$ cat config.mk
export PLATFORM = sky130hd
export DESIGN_NAME = fft_readout_scheduler_flat
export DESIGN_NICKNAME = d
export VERILOG_FILES = /design/src/rtl/fft_sched_pkg.sv /design/src/rtl/fft_readout_scheduler_if.sv /design/src/rtl/fft_order_queue.sv /design/src/rtl/fft_readout_scheduler.sv /design/src/flat_wrapper.sv
export SDC_FILE = /design/constraint.sdc
export NUM_CORES = 1
export LEC_CHECK = 0
export CAP_MARGIN = 10
export CORE_MARGIN = 5
export CORE_UTILIZATION = 35
export CTS_CLUSTER_DIAMETER = 200
export DETAILED_ROUTE_END_ITERATION = 12
export GPL_TIMING_DRIVEN = 0
export SKIP_LAST_GASP = 1
export SLEW_MARGIN = 15
export SYNTH_ARGS = -nofsm -noshare
export SYNTH_HDL_FRONTEND = slang
export SYNTH_SLANG_ARGS = --single-unit
$ cat constraint.sdc
create_clock -name clk -period 7.2 [get_ports clk]
set_input_delay 0.72 -clock clk [delete_from_list [all_inputs] [get_ports clk]]
set_output_delay 0.72 -clock clk [all_outputs]
set_load 0.005 [all_outputs]
$ cat src/rtl/fft_sched_pkg.sv
`default_nettype none
// +----------------------------------------------------------------------------+
// | Module      : fft_sched_pkg                                                |
// | Description : Shared constants, types and helpers for the FFT readout      |
// |               scheduler (engine count, bin geometry, FSM state encoding).  |
// | Revision    : 1.0 - initial release                                        |
// +----------------------------------------------------------------------------+
package fft_sched_pkg;

    localparam int NUM_FFT   = 4;
    localparam int BIN_COUNT = 512;
    localparam int ADDR_W    = 9;
    localparam int DATA_W    = 32;
    localparam int FFT_ID_W  = 2;
    localparam int SEQ_W     = 16;

    typedef enum logic [1:0] {
        S_IDLE    = 2'd0,
        S_READ    = 2'd1,
        S_RELEASE = 2'd2
    } state_t;

    // One bin held in the output skid buffer
    typedef struct packed {
        logic [ADDR_W-1:0] bin;
        logic [DATA_W-1:0] data;
    } skid_entry_t;

    // Adds the number of set bits in hits to base, saturating at 255
    function automatic logic [7:0] sat_add8(input logic [7:0] base, input logic [NUM_FFT-1:0] hits);
        logic [8:0] sum;
        sum = {1'b0, base};
        for (int i = 0; i < NUM_FFT; i++) begin
            sum = sum + {8'd0, hits[i]};
        end
        return (sum > 9'd255) ? 8'hFF : sum[7:0];
    endfunction

endpackage
`default_nettype wire

$ cat src/rtl/fft_readout_scheduler_if.sv
`default_nettype none
// +----------------------------------------------------------------------------+
// | Module      : fft_readout_scheduler_if                                     |
// | Description : Valid/ready bin stream from the readout scheduler to the     |
// |               spectral (peak/fingerprint) stage.                           |
// | Revision    : 1.0 - initial release                                        |
// +----------------------------------------------------------------------------+
interface fft_readout_scheduler_if;
    import fft_sched_pkg::*;

    logic                out_valid;
    logic                out_ready;
    logic [DATA_W-1:0]   out_data;
    logic [ADDR_W-1:0]   out_bin;
    logic                out_last;
    logic [FFT_ID_W-1:0] out_fft_id;
    logic [SEQ_W-1:0]    out_frame_seq;

    modport master (
        output out_valid,
        output out_data,
        output out_bin,
        output out_last,
        output out_fft_id,
        output out_frame_seq,
        input  out_ready
    );

    modport slave (
        input  out_valid,
        input  out_data,
        input  out_bin,
        input  out_last,
        input  out_fft_id,
        input  out_frame_seq,
        output out_ready
    );
endinterface
`default_nettype wire

$ cat src/rtl/fft_order_queue.sv
`default_nettype none
// +----------------------------------------------------------------------------+
// | Module      : fft_order_queue                                              |
// | Description : Oldest-first FIFO of FFT engine IDs with a pending bitmap.   |
// |               Simultaneous dones are appended in ascending ID order; a     |
// |               done for an ID already pending is reported as dropped.       |
// | Revision    : 1.0 - initial release                                        |
// +----------------------------------------------------------------------------+
module fft_order_queue
    import fft_sched_pkg::*;
(
    input  wire                 clk,
    input  wire                 reset,
    input  wire  [NUM_FFT-1:0]  done,
    input  wire                 pop,
    output logic [FFT_ID_W-1:0] head_id,
    output logic                not_empty,
    output logic [NUM_FFT-1:0]  dropped
);

    logic [FFT_ID_W-1:0] entry      [NUM_FFT];
    logic [FFT_ID_W-1:0] entry_next [NUM_FFT];
    logic [FFT_ID_W:0]   count;
    logic [FFT_ID_W:0]   count_next;
    logic [NUM_FFT-1:0]  pending;
    logic [NUM_FFT-1:0]  pending_next;
    logic [NUM_FFT-1:0]  pop_mask;
    logic [NUM_FFT-1:0]  accept;

    assign head_id   = entry[0];
    assign not_empty = (count != '0);

    // The ID being popped this cycle no longer counts as pending, so a done
    // arriving together with its release is taken as a fresh frame
    always_comb begin
        pop_mask = '0;
        if (pop && not_empty) begin
            pop_mask[head_id] = 1'b1;
        end
    end

    assign accept  = done & ~(pending & ~pop_mask);
    assign dropped = done & ~accept;

    // Next queue contents: shift out the head on pop, then append accepted IDs low to high
    always_comb begin
        entry_next   = entry;
        count_next   = count;
        pending_next = pending & ~pop_mask;
        if (pop && not_empty) begin
            for (int k = 0; k < NUM_FFT - 1; k++) begin
                entry_next[k] = entry[k+1];
            end
            entry_next[NUM_FFT-1] = '0;
            count_next = count - (FFT_ID_W+1)'(1);
        end
        for (int i = 0; i < NUM_FFT; i++) begin
            if (accept[i]) begin
                entry_next[count_next[FFT_ID_W-1:0]] = FFT_ID_W'(i);
                count_next      = count_next + (FFT_ID_W+1)'(1);
                pending_next[i] = 1'b1;
            end
        end
    end

    // Queue state registers
    always_ff @(posedge clk) begin
        if (reset) begin
            for (int k = 0; k < NUM_FFT; k++) begin
                entry[k] <= '0;
            end
            count   <= '0;
            pending <= '0;
        end else begin
            entry   <= entry_next;
            count   <= count_next;
            pending <= pending_next;
        end
    end

endmodule
`default_nettype wire

$ cat src/rtl/fft_readout_scheduler.sv
`default_nettype none
// +----------------------------------------------------------------------------+
// | Module      : fft_readout_scheduler                                        |
// | Description : Drains the four FFT engine result RAMs oldest-first into one |
// |               valid/ready bin stream, then releases each engine buffer.    |
// |               Optional macro OVERRUN_STATS_EN adds overrun_count[7:0].     |
// | Revision    : 1.0 - initial release                                        |
// +----------------------------------------------------------------------------+
module fft_readout_scheduler
    import fft_sched_pkg::*;
(
    input  wire                        clk,
    input  wire                        reset,
    input  wire  [NUM_FFT-1:0]         fft_done,
    output logic [NUM_FFT-1:0]         fft_rd_en,
    output logic [ADDR_W-1:0]          fft_rd_addr,
    input  wire  [NUM_FFT*DATA_W-1:0]  fft_rd_data,
    output logic [NUM_FFT-1:0]         fft_release,
    fft_readout_scheduler_if.master    out_if,
    output logic                       busy,
    output logic                       overrun
`ifdef OVERRUN_STATS_EN
    ,
    output logic [7:0]                 overrun_count
`endif
);

    localparam logic [ADDR_W:0]   BIN_END  = (ADDR_W+1)'(BIN_COUNT);
    localparam logic [ADDR_W-1:0] LAST_BIN = ADDR_W'(BIN_COUNT - 1);

    state_t              state;
    state_t              state_next;
    logic [FFT_ID_W-1:0] cur_id;
    logic [ADDR_W:0]     bin_cnt;
    logic [ADDR_W-1:0]   addr_hold;
    logic                in_flight;
    logic [ADDR_W-1:0]   in_flight_bin;
    skid_entry_t         skid0;
    skid_entry_t         skid1;
    logic [1:0]          skid_cnt;
    logic [1:0]          room_used;
    logic [SEQ_W-1:0]    frame_seq;
    logic                issue;
    logic                pop;
    logic                queue_pop;
    logic [FFT_ID_W-1:0] q_head;
    logic                q_not_empty;
    logic [NUM_FFT-1:0]  q_dropped;
    logic [DATA_W-1:0]   rd_words [NUM_FFT];
    logic [DATA_W-1:0]   rd_word;
    skid_entry_t         captured;

    fft_order_queue u_queue (
        .clk       (clk),
        .reset     (reset),
        .done      (fft_done),
        .pop       (queue_pop),
        .head_id   (q_head),
        .not_empty (q_not_empty),
        .dropped   (q_dropped)
    );

    generate
        for (genvar g = 0; g < NUM_FFT; g++) begin : g_rd_slice
            assign rd_words[g] = fft_rd_data[g*DATA_W +: DATA_W];
        end
    endgenerate

    assign rd_word  = rd_words[cur_id];
    assign captured = '{bin: in_flight_bin, data: rd_word};

    // Stream side: head of the skid buffer
    assign out_if.out_valid     = (skid_cnt != 2'd0);
    assign out_if.out_data      = skid0.data;
    assign out_if.out_bin       = skid0.bin;
    assign out_if.out_last      = out_if.out_valid && (skid0.bin == LAST_BIN);
    assign out_if.out_fft_id    = cur_id;
    assign out_if.out_frame_seq = frame_seq;

    assign pop  = out_if.out_valid && out_if.out_ready;
    assign busy = (state != S_IDLE) || q_not_empty;

    // A slot freed by this cycle's pop counts as room, which sustains one bin per cycle
    assign room_used = skid_cnt - {1'b0, pop} + {1'b0, in_flight};
    assign issue     = (state == S_READ) && (bin_cnt != BIN_END) && (room_used < 2'd2);

    // Address stays put between issues so the RAM sees no spurious toggles
    assign fft_rd_addr = issue ? bin_cnt[ADDR_W-1:0] : addr_hold;

    // FSM state register
    always_ff @(posedge clk) begin
        if (reset) begin
            state <= S_IDLE;
        end else begin
            state <= state_next;
        end
    end

    // FSM next state and strobes
    always_comb begin
        state_next  = state;
        fft_rd_en   = '0;
        fft_release = '0;
        queue_pop   = 1'b0;
        case (state)
            S_IDLE: begin
                if (q_not_empty) begin
                    state_next = S_READ;
                end
            end
            S_READ: begin
                if (issue) begin
                    fft_rd_en[cur_id] = 1'b1;
                end
                if (pop && out_if.out_last) begin
                    state_next = S_RELEASE;
                end
            end
            S_RELEASE: begin
                fft_release[cur_id] = 1'b1;
                queue_pop           = 1'b1;
                state_next          = S_IDLE;
            end
            default: begin
                state_next = S_IDLE;
            end
        endcase
    end

    // Frame setup, read address counter, in-flight tracking and sequence number
    always_ff @(posedge clk) begin
        if (reset) begin
            cur_id        <= '0;
            bin_cnt       <= '0;
            addr_hold     <= '0;
            in_flight     <= 1'b0;
            in_flight_bin <= '0;
            frame_seq     <= '0;
            overrun       <= 1'b0;
        end else begin
            overrun   <= |q_dropped;
            in_flight <= issue;
            if (state == S_IDLE && q_not_empty) begin
                cur_id  <= q_head;
                bin_cnt <= '0;
            end
            if (issue) begin
                bin_cnt       <= bin_cnt + (ADDR_W+1)'(1);
                addr_hold     <= bin_cnt[ADDR_W-1:0];
                in_flight_bin <= bin_cnt[ADDR_W-1:0];
            end
            if (state == S_RELEASE) begin
                frame_seq <= frame_seq + SEQ_W'(1);
            end
        end
    end

    // Two-entry skid: capture the RAM word the cycle after issue, shift on pop
    always_ff @(posedge clk) begin
        if (reset) begin
            skid0    <= '0;
            skid1    <= '0;
            skid_cnt <= 2'd0;
        end else begin
            case ({pop, in_flight})
                2'b01: begin
                    if (skid_cnt == 2'd0) begin
                        skid0 <= captured;
                    end else begin
                        skid1 <= captured;
                    end
                    skid_cnt <= skid_cnt + 2'd1;
                end
                2'b10: begin
                    skid0    <= skid1;
                    skid_cnt <= skid_cnt - 2'd1;
                end
                2'b11: begin
                    if (skid_cnt == 2'd1) begin
                        skid0 <= captured;
                    end else begin
                        skid0 <= skid1;
                        skid1 <= captured;
                    end
                end
                default: begin
                end
            endcase
        end
    end

`ifdef OVERRUN_STATS_EN
    // Saturating count of dropped dones, cleared only by reset
    always_ff @(posedge clk) begin
        if (reset) begin
            overrun_count <= '0;
        end else begin
            overrun_count <= sat_add8(overrun_count, q_dropped);
        end
    end
`endif

endmodule
`default_nettype wire

$ cat src/flat_wrapper.sv
// flat-port wrapper written by rule: the top's interface ports become plain ports
module fft_readout_scheduler_flat import fft_sched_pkg::*;
  (clk, reset, fft_done, fft_rd_en, fft_rd_addr, fft_rd_data, fft_release, busy, overrun, out_if_out_valid, out_if_out_data, out_if_out_bin, out_if_out_last, out_if_out_fft_id, out_if_out_frame_seq, out_if_out_ready);
  fft_readout_scheduler_if out_if_i ();
  input  wire clk;
  input  wire reset;
  input  wire  [NUM_FFT-1:0] fft_done;
  output logic [NUM_FFT-1:0] fft_rd_en;
  output logic [ADDR_W-1:0] fft_rd_addr;
  input  wire  [NUM_FFT*DATA_W-1:0] fft_rd_data;
  output logic [NUM_FFT-1:0] fft_release;
  output logic busy;
  output logic overrun;
  output wire logic [$bits(out_if_i.out_valid)-1:0] out_if_out_valid;
  output wire logic [$bits(out_if_i.out_data)-1:0] out_if_out_data;
  output wire logic [$bits(out_if_i.out_bin)-1:0] out_if_out_bin;
  output wire logic [$bits(out_if_i.out_last)-1:0] out_if_out_last;
  output wire logic [$bits(out_if_i.out_fft_id)-1:0] out_if_out_fft_id;
  output wire logic [$bits(out_if_i.out_frame_seq)-1:0] out_if_out_frame_seq;
  input wire logic [$bits(out_if_i.out_ready)-1:0] out_if_out_ready;
  assign out_if_out_valid = out_if_i.out_valid;
  assign out_if_out_data = out_if_i.out_data;
  assign out_if_out_bin = out_if_i.out_bin;
  assign out_if_out_last = out_if_i.out_last;
  assign out_if_out_fft_id = out_if_i.out_fft_id;
  assign out_if_out_frame_seq = out_if_i.out_frame_seq;
  assign out_if_i.out_ready = out_if_out_ready;
  fft_readout_scheduler u_core (.clk(clk), .reset(reset), .fft_done(fft_done), .fft_rd_en(fft_rd_en), .fft_rd_addr(fft_rd_addr), .fft_rd_data(fft_rd_data), .fft_release(fft_release), .out_if(out_if_i), .busy(busy), .overrun(overrun));
endmodule
==> metrics.yaml <==
floorplanning:
  start_util_pct: 35.4
  die_h_um: 156
  row_count: 53
  core_area_um2: 21000
  dieArea_um2: 24200
  die_w_um: 156
  io_pins: 215
clock_tree:
  htree_levels: 4
  clkLatencyLatePin_ns: 0.42
  clk_path_buf_depth: 2
  cts_setup_buffers: 0
  cts_resized: 0
  cts_buffers: 17
  cts_tree: "yes"
  cts_sinks: 149
  hold_buffers: 0
  clk_pin_slew_worst_paths_ns: 0.06
  cts-root-buf: "clkbuf_16"
worst_hold_path:
  hold_class: "reg2reg"
  hold_depth: 2
finish:
  layout.nets: 1247
  post-route-util_pct: 50.0
  antennaDiodeCount: 0
  drive_gt1_share_pct: 6.54
  synthToLayoutAreaGrowth_pct: 41.0
  fin_area_um2: 10500
global_route:
  grt_pass1_vias: 6945
  grt_max_degree: 17
  antenna_found_initial: 0
  grt_first_pass_wirelength_um: 37800
  globalRoute.totalOverflow: 0
  grt_usage_pct: 19.4
critical_path:
  slowest_delay_ns: 0.50
  worstSetupStartpointType: "register"
  arrival_ns: 3.91
  cp_cell_sequence: "inv_1 > ha_1 > inv_1 > nand2_1 > inv_1 > ha_1 > nor2b_1 > xnor2_1 > and3_1 > clkbuf_1 > clkbuf_1 > nand2_1 > nand2_1 > clkdlybuf4s50_1"
  endpoint_kind: "primary output"
  crit_fanout: 10
  crit_slowest_cell: "clkdlybuf4s50_1"
  worst_r2r_path_depth: 18
  cp.required_ns: 6.48
  critPathKind: "reg2out"
drt:
  wire_per_inst_um: 17.6
  drt_iter0_markers: 723
  vias_per_cell: 5.27
  route.detailed.drc: 0
  wirelength_um: 24200
  via_count: 7247
  antenna_left: 0
  firstDrtPassIters: 9
yosys:
  yosysWarnings: 0
  synth-compound-area-share_pct: 15.6
  syn_area_um2: 7430
  synth_seq_cells: 149
  synth-edff-count: 0
  ys_types: 59
  synthArstFlopShare_pct: 0
  synth_xor_area_share_pct: 3.22
  synth.area.mux_share_pct: 10.8
  synth_common_cells: "nand2_1, dfxtp_1, nor2_1, a21oi_1, clkbuf_1"
  synth.top_cells.by_area: "dfxtp_1, mux4_2, nand2_1, a222oi_1, a21oi_1"
  syn_nets: 1015
  synth_ff_type: "dfxtp_1"
  synth_top_family_by_area: "simple AND/OR/NAND/NOR gates"
  synthAdderAreaFrac_pct: 3.71
  yosysMostFrequentCell: "nand2_1"
  netlist.area_leader.share_pct: 40.2
  netlist_instances: 858
  syn_area_per_cell_um2: 8.65
  synth-simple-area-share_pct: 21.8
  yosysSeqAreaShare_pct: 40.2
  synth_area_leader_cell: "dfxtp_1"
sta:
  min_period_ns: 4.63
  worstMarginPinSlew_ns: 0.948
  period_share_pct: 64.4
  rsz0062_at_grt: "no"
  hold-worst-slack_ns: 0.453
  fin_skew_ns: 0.00917
  tns_ns: 0
  finalMaxSlewViolations: 0
  maxSlewHeadroom_pct: 36.8
  setup_viol: 0
  hold_viol: 0
  fmax_mhz: 216
pwr:
  p_leak_nw: 3.78
  pwr-share-clk_pct: 25.6
  ir_worst_vdd_v: 0.000234
  internal_power_mw: 2.17
  p_comb_share_pct: 41.4
  cellPowerDensity_nw_per_um2: 322
  sequentialPowerShare_pct: 33.0
  p_sw_share_pct: 35.5
  p_switching_mw: 1.19
flow_run:
  maxCapViolCount: 0
placement:
  dpl.hpwl_um: 18600
  portBuffers: 213
  placed_cell_area_um2: 9900
  gp_congestion: 0.826
status:
  status: "finished clean"
[sequential cells by signal (all words and copies together) (netlist names)]
register	count
u_core.u_queue.head_id	2
u_core.skid_cnt	2
u_core.u_queue.count	3
u_core.skid1	41
u_core.bin_cnt	10
u_core.u_queue.entry	6
u_core.out_if.out_data	32
u_core.out_if.out_frame_seq	16
u_core.in_flight_bin	9
u_core.in_flight	1
u_core.out_if.out_bin	9
u_core.u_queue.pending	4
u_core.state	2
u_core.overrun	1
u_core.addr_hold	9
u_core.out_if.out_fft_id	2
[critical path: cells and delay by family, from the launching register on]
kind,cells,cell delay (ns)
xor+xnor,1,0.16
fa+ha+maj,2,0.60
buf+inv,6,1.49
simple gates,5,0.94
flops,1,0.31
[power groups by stage]
| stage | logic, mW | registers (mW) | clock network (mW) |
|---|---|---|---|
| floorplan | 0.798 | 1.11 | 0 |
| global placement | 1.38 | 1.12 | 0 |
| detailed placement | 1.39 | 1.13 | 0 |
| CTS | 1.40 | 1.11 | 0.882 |
| global route | 1.53 | 1.14 | 0.917 |
| finish | 1.39 | 1.11 | 0.864 |
[layout make-up]
cell class                      count  area (µm²)
Clock buffer                       22         464
Inverter                           22        82.6
Clock inverter                      8         103
Timing Repair Buffer              213        2130
Tap cell                          275         344
Multi-Input combinational cell    620        4090
Buffer                             67         270
Fill cell                        2058       10500
Sequential cell                   149        2980
[layout by cell type, fill, tap and decap left out, types with 3 or more instances in the layout]
cell type,netlist,routed
clkdlybuf4s50_1,0,213
nand2_1,161,161
dfxtp_1,149,149
nor2_1,90,90
a21oi_1,83,83
clkbuf_1,51,54
nor3_1,48,48
a222oi_1,43,43
mux4_2,32,32
inv_1,22,22
ha_1,22,22
clkbuf_16,0,17
xor2_1,15,15
buf_1,11,11
nand3_1,10,10
and2_1,10,10
o21ai_0,9,9
nor2b_1,8,8
nand4_1,8,8
xnor2_1,7,7
and3_1,6,6
mux2i_1,6,6
nand2b_1,5,5
nand3b_1,5,5
a31oi_1,4,4
o22ai_1,4,4
buf_2,3,3
a211oi_1,3,3
[routing by layer]
layer | up-vias | share of wire [%] | routed length (µm) | track usage [%]
met1 | 3432 | 44 | 10600 | 25.6
li1 | 3536 | - | - | -
met3 | 26 | 7.0 | 1690 | 4.49
met5 | - | 0 | 0 | 0
met4 | 0 | 1.7 | 400 | 5.96
met2 | 253 | 48 | 11500 | 31.8
[final timing paths]
| check | start | end | slack (ns) |
|---|---|---|---|
| worst min-delay path | u_core.skid1[18] | u_core.skid1[18] | 0.45 |
| worst max-delay path | u_core.skid_cnt[1] | fft_rd_addr[3] | 2.57 |
| worst max register to register | u_core.u_queue.count[0] | u_core.u_queue.count[2] | 2.99 |
| worst min register to register | u_core.skid1[18] | u_core.skid1[18] | 0.45 |
[stage by stage]
| step | setup WS (ns) | std cells | power (mW) |
|---|---|---|---|
| final | 2.57 | 1376 | 3.37 |
| after global routing | 2.26 | 1376 | 3.59 |
| after CTS | 2.54 | 1376 | 3.39 |
| after detailed placement | 2.62 | 1346 | 2.52 |
| after global placement | 2.63 | 1346 | 2.51 |
| after floorplan | 3.54 | 858 | 1.91 |
[cells by family after synthesis]
logic type	count (synthesis)
flops	149
simple gates	365
mux	40
compound gates	169
xor+xnor	24
fa+ha+maj	22
buf+inv	89
Power figures use the tool's default switching activity.
